[src/rtl/la_pkg.sv]
// Shared defaults and helpers for the logic-analyser capture path.
// Imported by the run-length encoder and its compare block.
package la_pkg;

   localparam int LA_DATA_W = 8;
   localparam int LA_CNT_W  = 8;

   // All-ones value of a w-bit counter; 64-bit math so w = 32 does not overflow.
   function automatic longint unsigned cnt_max(input int unsigned w);
      return (64'd1 << w) - 64'd1;
   endfunction

endpackage

[src/rtl/la_rle_match.sv]
// Masked run compare: decides whether a sample extends the open run.
// Purely combinational so the trigger unit can reuse it unchanged.
module la_rle_match
   import la_pkg::*;
#(
   parameter int DATA_W = LA_DATA_W,
   parameter int CNT_W  = LA_CNT_W
) (
   input  logic [DATA_W-1:0] i_sample,
   input  logic [DATA_W-1:0] i_run_data,
   input  logic [DATA_W-1:0] i_mask,
   input  logic [CNT_W-1:0]  i_run_cnt,
   input  logic              i_rle_en,
   output logic              o_match
);

   localparam logic [CNT_W-1:0] CNT_MAX = CNT_W'(cnt_max(CNT_W));

   // A saturated run never matches, so the counter cannot wrap.
   assign o_match = i_rle_en
                    && ((i_sample & i_mask) == (i_run_data & i_mask))
                    && (i_run_cnt != CNT_MAX);

endmodule

[src/rtl/la_rle_encoder.sv]
// Run-length encoder between the LA input sampler and the capture SRAM.
// Emits one (data, repeat-count) word per closed run with a 1-cycle write strobe.
module la_rle_encoder
   import la_pkg::*;
#(
   parameter int DATA_W = LA_DATA_W,
   parameter int CNT_W  = LA_CNT_W
) (
   input  logic              CLK,
   input  logic              RST,
   input  logic              CLK_EN,
   input  logic              RLE_EN,
   input  logic              FLUSH,
   input  logic [DATA_W-1:0] LA_IN_DATA,
   input  logic [DATA_W-1:0] CH_MASK,
   output logic [DATA_W-1:0] LA_OUT_DATA,
   output logic [CNT_W-1:0]  LA_RLE_OUT_DATA,
   output logic              LA_SRAM_WR,
   output logic              RUN_OPEN
);

   logic [DATA_W-1:0] r_run_data;
   logic [CNT_W-1:0]  r_run_cnt;
   logic              r_run_open;
   logic [DATA_W-1:0] r_out_data;
   logic [CNT_W-1:0]  r_out_cnt;
   logic              r_wr;
   logic              w_match;

   la_rle_match #(
      .DATA_W (DATA_W),
      .CNT_W  (CNT_W)
   ) u_match (
      .i_sample   (LA_IN_DATA),
      .i_run_data (r_run_data),
      .i_mask     (CH_MASK),
      .i_run_cnt  (r_run_cnt),
      .i_rle_en   (RLE_EN),
      .o_match    (w_match)
   );

   always_ff @(posedge CLK) begin
      if (RST) begin
         r_run_data <= '0;
         r_run_cnt  <= '0;
         r_run_open <= 1'b0;
         r_out_data <= '0;
         r_out_cnt  <= '0;
         r_wr       <= 1'b0;
      end else begin
         r_wr <= 1'b0;
         if (CLK_EN) begin
            if (!r_run_open) begin
               // FLUSH is consumed here too: the fresh run stays open.
               r_run_data <= LA_IN_DATA;
               r_run_cnt  <= '0;
               r_run_open <= 1'b1;
            end else if (w_match) begin
               if (FLUSH) begin
                  r_out_data <= r_run_data;
                  r_out_cnt  <= r_run_cnt + CNT_W'(1);
                  r_wr       <= 1'b1;
                  r_run_open <= 1'b0;
               end else begin
                  r_run_cnt <= r_run_cnt + CNT_W'(1);
               end
            end else begin
               r_out_data <= r_run_data;
               r_out_cnt  <= r_run_cnt;
               r_wr       <= 1'b1;
               r_run_data <= LA_IN_DATA;
               r_run_cnt  <= '0;
            end
         end else if (FLUSH && r_run_open) begin
            r_out_data <= r_run_data;
            r_out_cnt  <= r_run_cnt;
            r_wr       <= 1'b1;
            r_run_open <= 1'b0;
         end
      end
   end

   assign LA_OUT_DATA     = r_out_data;
   assign LA_RLE_OUT_DATA = r_out_cnt;
   assign LA_SRAM_WR      = r_wr;
   assign RUN_OPEN        = r_run_open;

endmodule
[config.mk]
export PLATFORM = sky130hd
export DESIGN_NAME = la_rle_encoder
export DESIGN_NICKNAME = d
export VERILOG_FILES = /design/src/rtl/la_pkg.sv /design/src/rtl/la_rle_match.sv /design/src/rtl/la_rle_encoder.sv
export SDC_FILE = /design/constraint.sdc
export NUM_CORES = 1
export LEC_CHECK = 0
export ABC_AREA = 1
export CAP_MARGIN = 5
export CELL_PAD_IN_SITES_DETAIL_PLACEMENT = 2
export CELL_PAD_IN_SITES_GLOBAL_PLACEMENT = 2
export CORE_MARGIN = 5
export CORE_UTILIZATION = 29
export DETAILED_ROUTE_END_ITERATION = 8
export PLACE_DENSITY = 0.9
export SLEW_MARGIN = 5
export SYNTH_ARGS = -nofsm -noshare
export SYNTH_HDL_FRONTEND = slang
export SYNTH_SLANG_ARGS = --single-unit
[constraint.sdc]
create_clock -name CLK -period 4.6 [get_ports CLK]
set_clock_uncertainty 0.2 [all_clocks]
set_input_delay 0.69 -clock CLK [delete_from_list [all_inputs] [get_ports CLK]]
set_output_delay 0.69 -clock CLK [all_outputs]
set_load 0.01 [all_outputs]
## Word level (Yosys, flattened, before mapping)

Index checks and enable logic that the tools add are counted.

| word-level totals | value |
|---|---|
| memories | 0 |
| latch bits | 0 |
| output and inout port bits | 18 |
| word-level logic and storage cells | 47 |
| bits in read-only memories | 0 |
| memory bits (writable) | 0 |
| register bits after elaboration | 34 |

| cells by class | value |
|---|---|
| div/mod/pow operators | 0 |
| shift operators | 0 |
| eq/ne operators | 6 |
| muxes and demuxes | 25 |
| multipliers | 0 |
| $lt $le $gt $ge | 0 |
| reductions and logical operators | 7 |
| bitwise operators | 2 |
| add/sub/neg operators | 1 |

Operator list:

| kind | number |
|---|---|
| $mux 8 | 15 |
| $and 8x8->8 | 2 |
| $mux 1 | 10 |
| $add 8x1->8 const B | 1 |
| $eq 8x8->1 | 1 |
| $ne 8x8->1 const B | 1 |
| $ne 3x3->1 const B | 2 |
| $reduce_and 2->1 | 2 |
| $logic_and 1x1->1 | 3 |
| $reduce_and 3->1 | 1 |
| $ne 2x1->1 const B | 1 |
| $ne 2x2->1 const B | 1 |
| $reduce_bool 2->1 | 1 |

## Logic depth before layout (Yosys ltp)

| depth | value |
|---|---|
| word-level depth | 7 |
| depth in mapped cells | 12 |
| mapped depth without buffers | 11 |

## By module

Synthesis repeated with hierarchy kept, for this count alone.

| unflattened totals | value |
|---|---|
| cell total of the unflattened synthesis | 249 |
| area total of the unflattened synthesis | 1819.2 sq um |

Modules (own cells, without submodules):

| module | times used | area an instance (sq um) | seq. area each (sq um) | cells each |
|---|---|---|---|---|
| la_rle_encoder | 1 | 1599.0 | 680.7 | 197 |
| la_rle_match | 1 | 220.2 | 0.0 | 52 |

## Worst setup path before layout

No wires, ideal clock.

| path | value |
|---|---|
| path type | input -> register |
| start point | input port LA_IN_DATA[0] |
| end point | register r_out_cnt[0], in the netlist LA_RLE_OUT_DATA[0] |
| arrival time | 1.829 ns |
| stages | 11 |
| setup slack | 2.506 ns |
| buffers on the path | 0 |
| cells stage by stage | inv_1 nand2_1 nand3_1 nand2_1 nor2_2 nand3_4 inv_1 ha_1 o21ai_0 nor2_1 nor2_1 |

| between the ends | value |
|---|---|
| word-level cells in the longest chain between the ends | 7 |

RTL lines:

| what | RTL line | source |
|---|---|---|
| start: declaration | la_rle_encoder.sv:14 | `input logic [DATA_W-1:0] LA_IN_DATA,` |
| $and 8x8->8 * | la_rle_match.sv:21 | `&& ((i_sample & i_mask) == (i_run_data & i_mask))` |
| $eq 8x8->1 * | la_rle_match.sv:21 |  |
| $logic_and 1x1->1 * | la_rle_match.sv:21 |  |
| $logic_and 1x1->1 * | la_rle_match.sv:22 | `&& (i_run_cnt != CNT_MAX);` |
| $mux 8 | la_rle_encoder.sv:58 | `end else if (w_match) begin` |
| $mux 8 | la_rle_encoder.sv:53 | `if (!r_run_open) begin` |
| $mux 8 | la_rle_encoder.sv:52 | `if (CLK_EN) begin` |
| end signal: assignment | la_rle_encoder.sv:61 | `r_out_cnt <= r_run_cnt + CNT_W'(1);` |
| end signal: assignment | la_rle_encoder.sv:69 | `r_out_cnt <= r_run_cnt;` |
| end signal: assignment | la_rle_encoder.sv:76 | `r_out_cnt <= r_run_cnt;` |
| end: declaration | la_rle_encoder.sv:26 | `logic [CNT_W-1:0] r_out_cnt;` |

Mark *: on every way between the ends. The rest lies on a longest branch, timed or not. The select of a mux whose other input is x is not followed.
A chain may end at the register's enable or synchronous reset.

## Worst setup path in the final report

| path | value |
|---|---|
| start point | input port LA_IN_DATA[0] |
| end point | register r_out_data[1], in the netlist LA_OUT_DATA[1] |

| between the ends | value |
|---|---|
| word-level cells in the longest chain between the ends | 7 |

RTL lines:

| what | RTL line | source |
|---|---|---|
| $and 8x8->8 * | la_rle_match.sv:21 |  |
| $eq 8x8->1 * | la_rle_match.sv:21 |  |
| $logic_and 1x1->1 * | la_rle_match.sv:21 |  |
| $logic_and 1x1->1 * | la_rle_match.sv:22 |  |
| $mux 8 | la_rle_encoder.sv:58 |  |
| $mux 8 | la_rle_encoder.sv:53 |  |
| $mux 8 | la_rle_encoder.sv:52 |  |
| end signal: assignment | la_rle_encoder.sv:60 | `r_out_data <= r_run_data;` |
| end signal: assignment | la_rle_encoder.sv:68 | `r_out_data <= r_run_data;` |
| end signal: assignment | la_rle_encoder.sv:75 | `r_out_data <= r_run_data;` |
| end: declaration | la_rle_encoder.sv:25 | `logic [DATA_W-1:0] r_out_data;` |

Marked as above.

==> flow_metrics.tcl <==
set metrics [dict create \
    status "completed" \
    routed_wl_mm 6.23 \
    design.die.area_um2 8320 \
    worstHoldPathType "reg2reg" \
    drt-vias-per-instance 4.78 \
    slew_viol_final 0 \
    setup_slack_ps 2030 \
    startpoint_type "input pin" \
    dp_slack_ps 1730 \
    powerDensity_nw_per_um2 318 \
    num_antenna_cells 0 \
    path_cells "clkdlybuf4s50_1 -> nand2_1 -> nand3_1 -> nand2_1 -> nor2_2 -> nand3_4 -> nand2_4 -> nand2_4 -> inv_2 -> nor2_1 -> nor2_1" \
    clkLatencyLatePin_ps 290 \
    slowest_delay_ps 500 \
    max-vdd-ir-drop_uv 143 \
    cp_num_buf_inv 2 \
    hold_viol_final 0 \
    max_freq_mhz 389 \
    synth_top_area_cell "dfxtp_1" \
    grt_util_all_layers_pct 15.8 \
    post-route-min-period_ps 2570 \
    cts_tree "done" \
    synth_top_area_share_pct 35.6 \
    rows 29 \
    end_kind "register" \
    nets 354 \
    drive_gt1_share_pct 8.76 \
    critical_path.top_delay_family "simple AND/OR/NAND/NOR gates" \
    synthCells 294 \
    area_delta_synth_final_pct 27.4 \
    synth_cell_types 29 \
    ctsResizeCount 0 \
    slew_headroom_pct 38.4 \
    synthesis.area_um2 1910 \
    grt_setup_unrepaired "no" \
    portBuffers 38 \
    ant_nets 0 \
    clkSinkCount 34 \
    drt_iter0_drc 43 \
    grt_pass1_vias 2185 \
    route.detailed.drc 0 \
    final_util_pct 38.1 \
    yosysSeqAreaShare_pct 35.6 \
    ios 39 \
    path_max_fanout 17 \
    cts_max_level 2 \
    maxCapViolCount 0 \
    cts_hold_buffers 0 \
    syn_nets 317 \
    ys.warnings.count 0 \
    cts_setup_buffers 0 \
    start_util_pct 29.9 \
    dr.pass1.iters 4 \
    wire_per_inst_um 15.3 \
    arrival_ps 2590 \
    core_area_um2 6390 \
    critPathRequiredTime_ps 4620 \
    period_share_pct 55.9 \
    root_buffer "clkbuf_8" \
    ys_ff_latch 34 \
    grt_pass1_wl_mm 10.5 \
    path_class "in2reg" \
    hpwl_mm 4.61 \
    tns_ps 0 \
    cts.clk_slew.worst_paths_ps 70 \
    grt_max_degree 31 \
    worstMarginPinSlew_ps 923 \
    cts_buffer_depth 2 \
    cts_made_buffers 5 \
    crit_slowest_cell "clkdlybuf4s50_1" \
    avgSynthCellArea_um2 6.50 \
    setup_viol 0 \
    vias 1949 \
    synth.area.top_cells "dfxtp_1 36%, nand2_1 15%, nor2_1 15%" \
    antenna_found_initial 0 \
    p_leak_uw 0.00112 \
    grt-ovfl-total 0 \
    die_y_um 91.2 \
    die_x_um 91.2 \
    gp_congestion 0.783 \
]
[report_power, final]
| part | switching, uW | internal [uW] |
|---|---|---|
| clock | 114 | 173 |
| sequential | 18.1 | 316 |
| combinational | 84.2 | 68.9 |
[tightest hold or removal path, cell delays in order, from the launching register on]
cell and delay [ps]:
dfxtp_1 340, o21ai_1 70, nor2_1 70
[layer usage]
layer / wire length (um) / GRT usage (%)
met4: 105 / 5.75
met3: 211 / 3.47
met5: 0 / 0
met1: 2810 / 18.5
met2: 3100 / 27.9
[worst paths after layout]
| check | start | end | slack (ps) | cells after the start |
|---|---|---|---|---|
| setup / recovery | LA_IN_DATA[0] | LA_OUT_DATA[1] | 2030 | 11 |
| hold / removal | LA_OUT_DATA[7] | LA_OUT_DATA[7] | 320 | 2 |
| setup reg to reg | r_run_cnt[0] | LA_RLE_OUT_DATA[0] | 2310 | 10 |
| hold reg to reg | LA_OUT_DATA[7] | LA_OUT_DATA[7] | 320 | 2 |
[sequential cells by signal, summed over array words and instances, names as in the netlist]
| register | count |
|---|---|
| RUN_OPEN | 1 |
| r_run_data | 8 |
| LA_OUT_DATA | 8 |
| LA_RLE_OUT_DATA | 8 |
| r_run_cnt | 8 |
| LA_SRAM_WR | 1 |
[cells in the mapped netlist]
cell type,n
o21ai_0,2
nand2_4,2
inv_1,34
o21bai_1,1
buf_2,1
ha_1,2
nand3_1,11
buf_1,1
nor2_4,3
nand3b_1,7
buf_8,1
a21oi_1,1
nor3_1,1
nand3_2,2
xor2_1,4
nand4_1,2
o21ai_1,9
nand3_4,1
nand4_2,1
dfxtp_1,34
nand2_1,78
nor2_1,78
nand2_2,3
buf_6,3
a21oi_2,1
inv_2,1
o21bai_4,1
nor2_2,7
clkbuf_1,2
[stage by stage]
step           power, uW  cell area [um^2]  hold WS, ps  instances
2_1_floorplan        425              1910          279        294
3_3_place_gp         485              2320          298        401
3_5_place_dp         494              2320          307        401
4_1_cts              785              2440          326        408
5_1_grt              818              2440          349        408
6_report             775              2440          316        408
[logic make-up (layout without fill, tap and decap cells)]
group	count (synthesis)	after routing	share of synthesized area (%)
AOI/OAI and AO/OA	15	15	4.97
buffers and inverters	43	80	10.3
and+or+nand+nor	196	196	46.0
adders and majority gates	2	2	1.31
DFF	34	34	35.6
xor gates and xnor gates	4	4	1.83
[layout make-up]
cell class                      count  area, um^2
Clock buffer                        6        82.6
Clock inverter                      1        30.0
Fill cell                         777        3950
Inverter                           35         131
Multi-Input combinational cell    217        1030
Sequential cell                    34         681
Tap cell                           77        96.3
Timing Repair Buffer               38         380
[layout by cell type (no fill, tap or decap)]
cell type / netlist / final
ha_1: 2 / 2
a21oi_2: 1 / 1
nand2_4: 2 / 2
nor2_4: 3 / 3
xor2_1: 4 / 4
nand3b_1: 7 / 7
bufinv_16: 0 / 1
nand3_2: 2 / 2
nand3_4: 1 / 1
a21oi_1: 1 / 1
nor3_1: 1 / 1
o21ai_1: 9 / 9
nor2_1: 78 / 78
nand4_1: 2 / 2
nand2_2: 3 / 3
clkdlybuf4s50_1: 0 / 38
o21bai_1: 1 / 1
o21ai_0: 2 / 2
o21bai_4: 1 / 1
nand2_1: 78 / 78
nand4_2: 1 / 1
nand3_1: 11 / 11
inv_2: 1 / 1
inv_1: 34 / 34
nor2_2: 7 / 7
dfxtp_1: 34 / 34
clkbuf_8: 0 / 6
No activity file was read; power rests on OpenSTA's default activity.
==> RTL edit, RTL diff (same flow settings) <==
Set the package constant `LA_DATA_W` to 12 (it was 8).
--- a/src/rtl/la_pkg.sv
+++ b/src/rtl/la_pkg.sv
@@ -2,7 +2,7 @@
 // Imported by the run-length encoder and its compare block.
 package la_pkg;
 
-   localparam int LA_DATA_W = 8;
+   localparam int LA_DATA_W = 12;
    localparam int LA_CNT_W  = 8;
 
    // All-ones value of a w-bit counter; 64-bit math so w = 32 does not overflow.
Ports: changed (resized CH_MASK, LA_IN_DATA and LA_OUT_DATA); port bits go from 39 to 51. No check against the original RTL was run, so the function may have changed too.
==> RTL edit against the original RTL <==
- final area grew 20%
- setup slack lost 0.49 ns
- power grew 21%
- sequential cell count grew 8
- wire length grew 31%
- non-clock buffer count grew 13
- synthesized area grew 17%
- highest routed layer unchanged
==> RTL edit: results (changes against the original RTL) <==
Pre-antenna DRT Iters - 4 (unchanged)
Inserted Clock Buffers - 5 (unchanged)
Hold path start - LA_RLE_OUT_DATA[1] (was LA_OUT_DATA[7])
Status - completed (unchanged)
Largest net degree at the start of global routing - 38 (was 31)
Initial antenna violation count - 0 (unchanged)
Worst vdd ir - 0.0001062 V (was 0.0001429 V)
Nets@finish - 415 (was 354)
Yosys cell types - 25 (was 29)
CP Max Fanout - 32 (was 17)
Iter 0 DRT Violations - 86 (was 43)
Worst hold slack - 0.2979 ns (was 0.3159 ns)
Post-CTS Setup Bufs - 0 (unchanged)
Total Routing Usage GR - 17.14% (was 15.76%)
Hold Crit Depth - 2 (unchanged)
Top post-synthesis cells by area - dfxtp_1 38%, nand2_1 14%, nor2_1 12% (was dfxtp_1 36%, nand2_1 15%, nor2_1 15%)
CTS resizes - 0 (unchanged)
Reg-to-Reg Start - r_run_cnt[0] (unchanged)
Proportion of layout cells with a drive suffix above 1 - 5.455% (was 8.761%)
Reg clk slew, reported paths - 0.09 ns (was 0.07 ns)
Root Driver - clkbuf_8 (unchanged)
Routability cong. - 0.8431 (was 0.7829)
CTS max path bufs - 2 (unchanged)
Ys flop type - dfxtp_1 (unchanged)
Worst hold path class - reg2reg (unchanged)
Critical Path AT - 3.06 ns (was 2.59 ns)
Worst setup endpoint - LA_RLE_OUT_DATA[2] (was LA_OUT_DATA[1])
CP startpoint - LA_IN_DATA[10] (was LA_IN_DATA[0])
LEAKAGE - 1.297 nW (was 1.120 nW)
Synth async-reset ratio - 0% (unchanged)
FILL cells - 925 (was 777)
Port Buffers - 50 (was 38)
Reg2reg path depth - 11 (was 10)
Top Family by Delay on Critical Path - simple AND/OR/NAND/NOR gates (unchanged)
Top cells by count, synth - 83 x nand2_1, 69 x nor2_1, 42 x dfxtp_1, 29 x inv_1 (was 78 x nand2_1, 78 x nor2_1, 34 x dfxtp_1, 34 x inv_1, 11 x nand3_1)
Reg2reg setup slack - 1.88 ns (was 2.31 ns)
Synth warn - 0 (unchanged)
DR vias/cell - 4.940 (was 4.777)
Vias in the first global route - 2,588 (was 2,185)
First-pass GRT wire length - 13,200 um (was 10,520 um)
Routed WL - 8185 um (was 6229 um)
Sequential share of the synthesized area - 37.50% (was 35.60%)
Worst rel slew slack - 54.29% (was 38.40%)
Synthesized Nets - 373 (was 317)
Post-detail-place hpwl - 6005 um (was 4610 um)
H-tree levels - 2 (unchanged)
Slowest-stage cell, CP - clkdlybuf4s50_1 (unchanged)
Clock latency on the worst-skew pair - 0.30 ns
N_diodes - 0 (unchanged)
CP peak stage delay - 0.50 ns (about the same)
RTL edit: cell count changes in the layout (fill, tap and decap cells not counted), moves of 8 or more:
cell             change
a21oi_1             +14
nand4_1             +15
clkdlybuf4s50_1     +12
nor2_1               -9
dfxtp_1              +8
o21ai_0             +13
RTL edit: layer usage:
layer	vias up	wire (um)	share of wire (%)	track usage [%]
met5	-	0	0	0
met3	4	276	3.4	2.643
li1	1178	-	-	-
met1	1185	3617	44	21.21
met4	0	59	0.72	3.621
met2	39	4232	52	31.26
RTL edit: worst min-delay path by stage:
stage / endpoint
6_report: LA_RLE_OUT_DATA[1]
5_1_grt: LA_RLE_OUT_DATA[1]
3_3_place_gp: LA_RLE_OUT_DATA[7]
3_5_place_dp: LA_RLE_OUT_DATA[1]
2_1_floorplan: r_run_cnt[0]
4_1_cts: LA_RLE_OUT_DATA[1]
RTL edit: cell families after synthesis:
group / Yosys count / share of synthesized area, %
compound gates: 38 / 8.482
buf+inv: 47 / 9.486
xor+xnor: 1 / 0.3907
fa+ha+maj: 2 / 1.116
simple gates: 212 / 43.02
flops: 42 / 37.50
RTL edit: cell type report:
type | count | share of cell area, %
sequential | 42 | 28.80
tap | 102 | 4.372
timing repair buffer | 51 | 17.40
clock inverter | 3 | 2.357
inverter | 31 | 3.986
clock buffer | 5 | 2.357
multi-input combinational | 253 | 40.72
RTL edit: report_power, final:
part	internal, mW	switching (mW)
clock	0.218	0.144
sequential	0.386	0.0213
combinational	0.0758	0.0935
RTL edit: worst register-to-register path: stages, from the launching register on:
cell	delay, ns
dfxtp_1	0.36
ha_1	0.24
nand2_1	0.14
nor2_1	0.08
nand3_1	0.12
nor2_2	0.06
nor2_4	0.33
nand2_2	0.11
nand2_2	0.46
nand2_1	0.21
nand2_2	0.20
o21ai_1	0.10
RTL edit: through the flow:
stage	area [um2]	cells	util, %	power (mW)	worst slack [ns]
2_1_floorplan	2242	342	-	0.5039	2.499
3_3_place_gp	2781	479	36.37	0.5724	1.373
3_5_place_dp	2781	479	36.37	0.5849	1.200
4_1_cts	2919	487	38.17	0.9472	1.536
5_1_grt	2919	487	38.17	0.9773	1.363
6_report	2919	487	38.17	0.9386	1.534
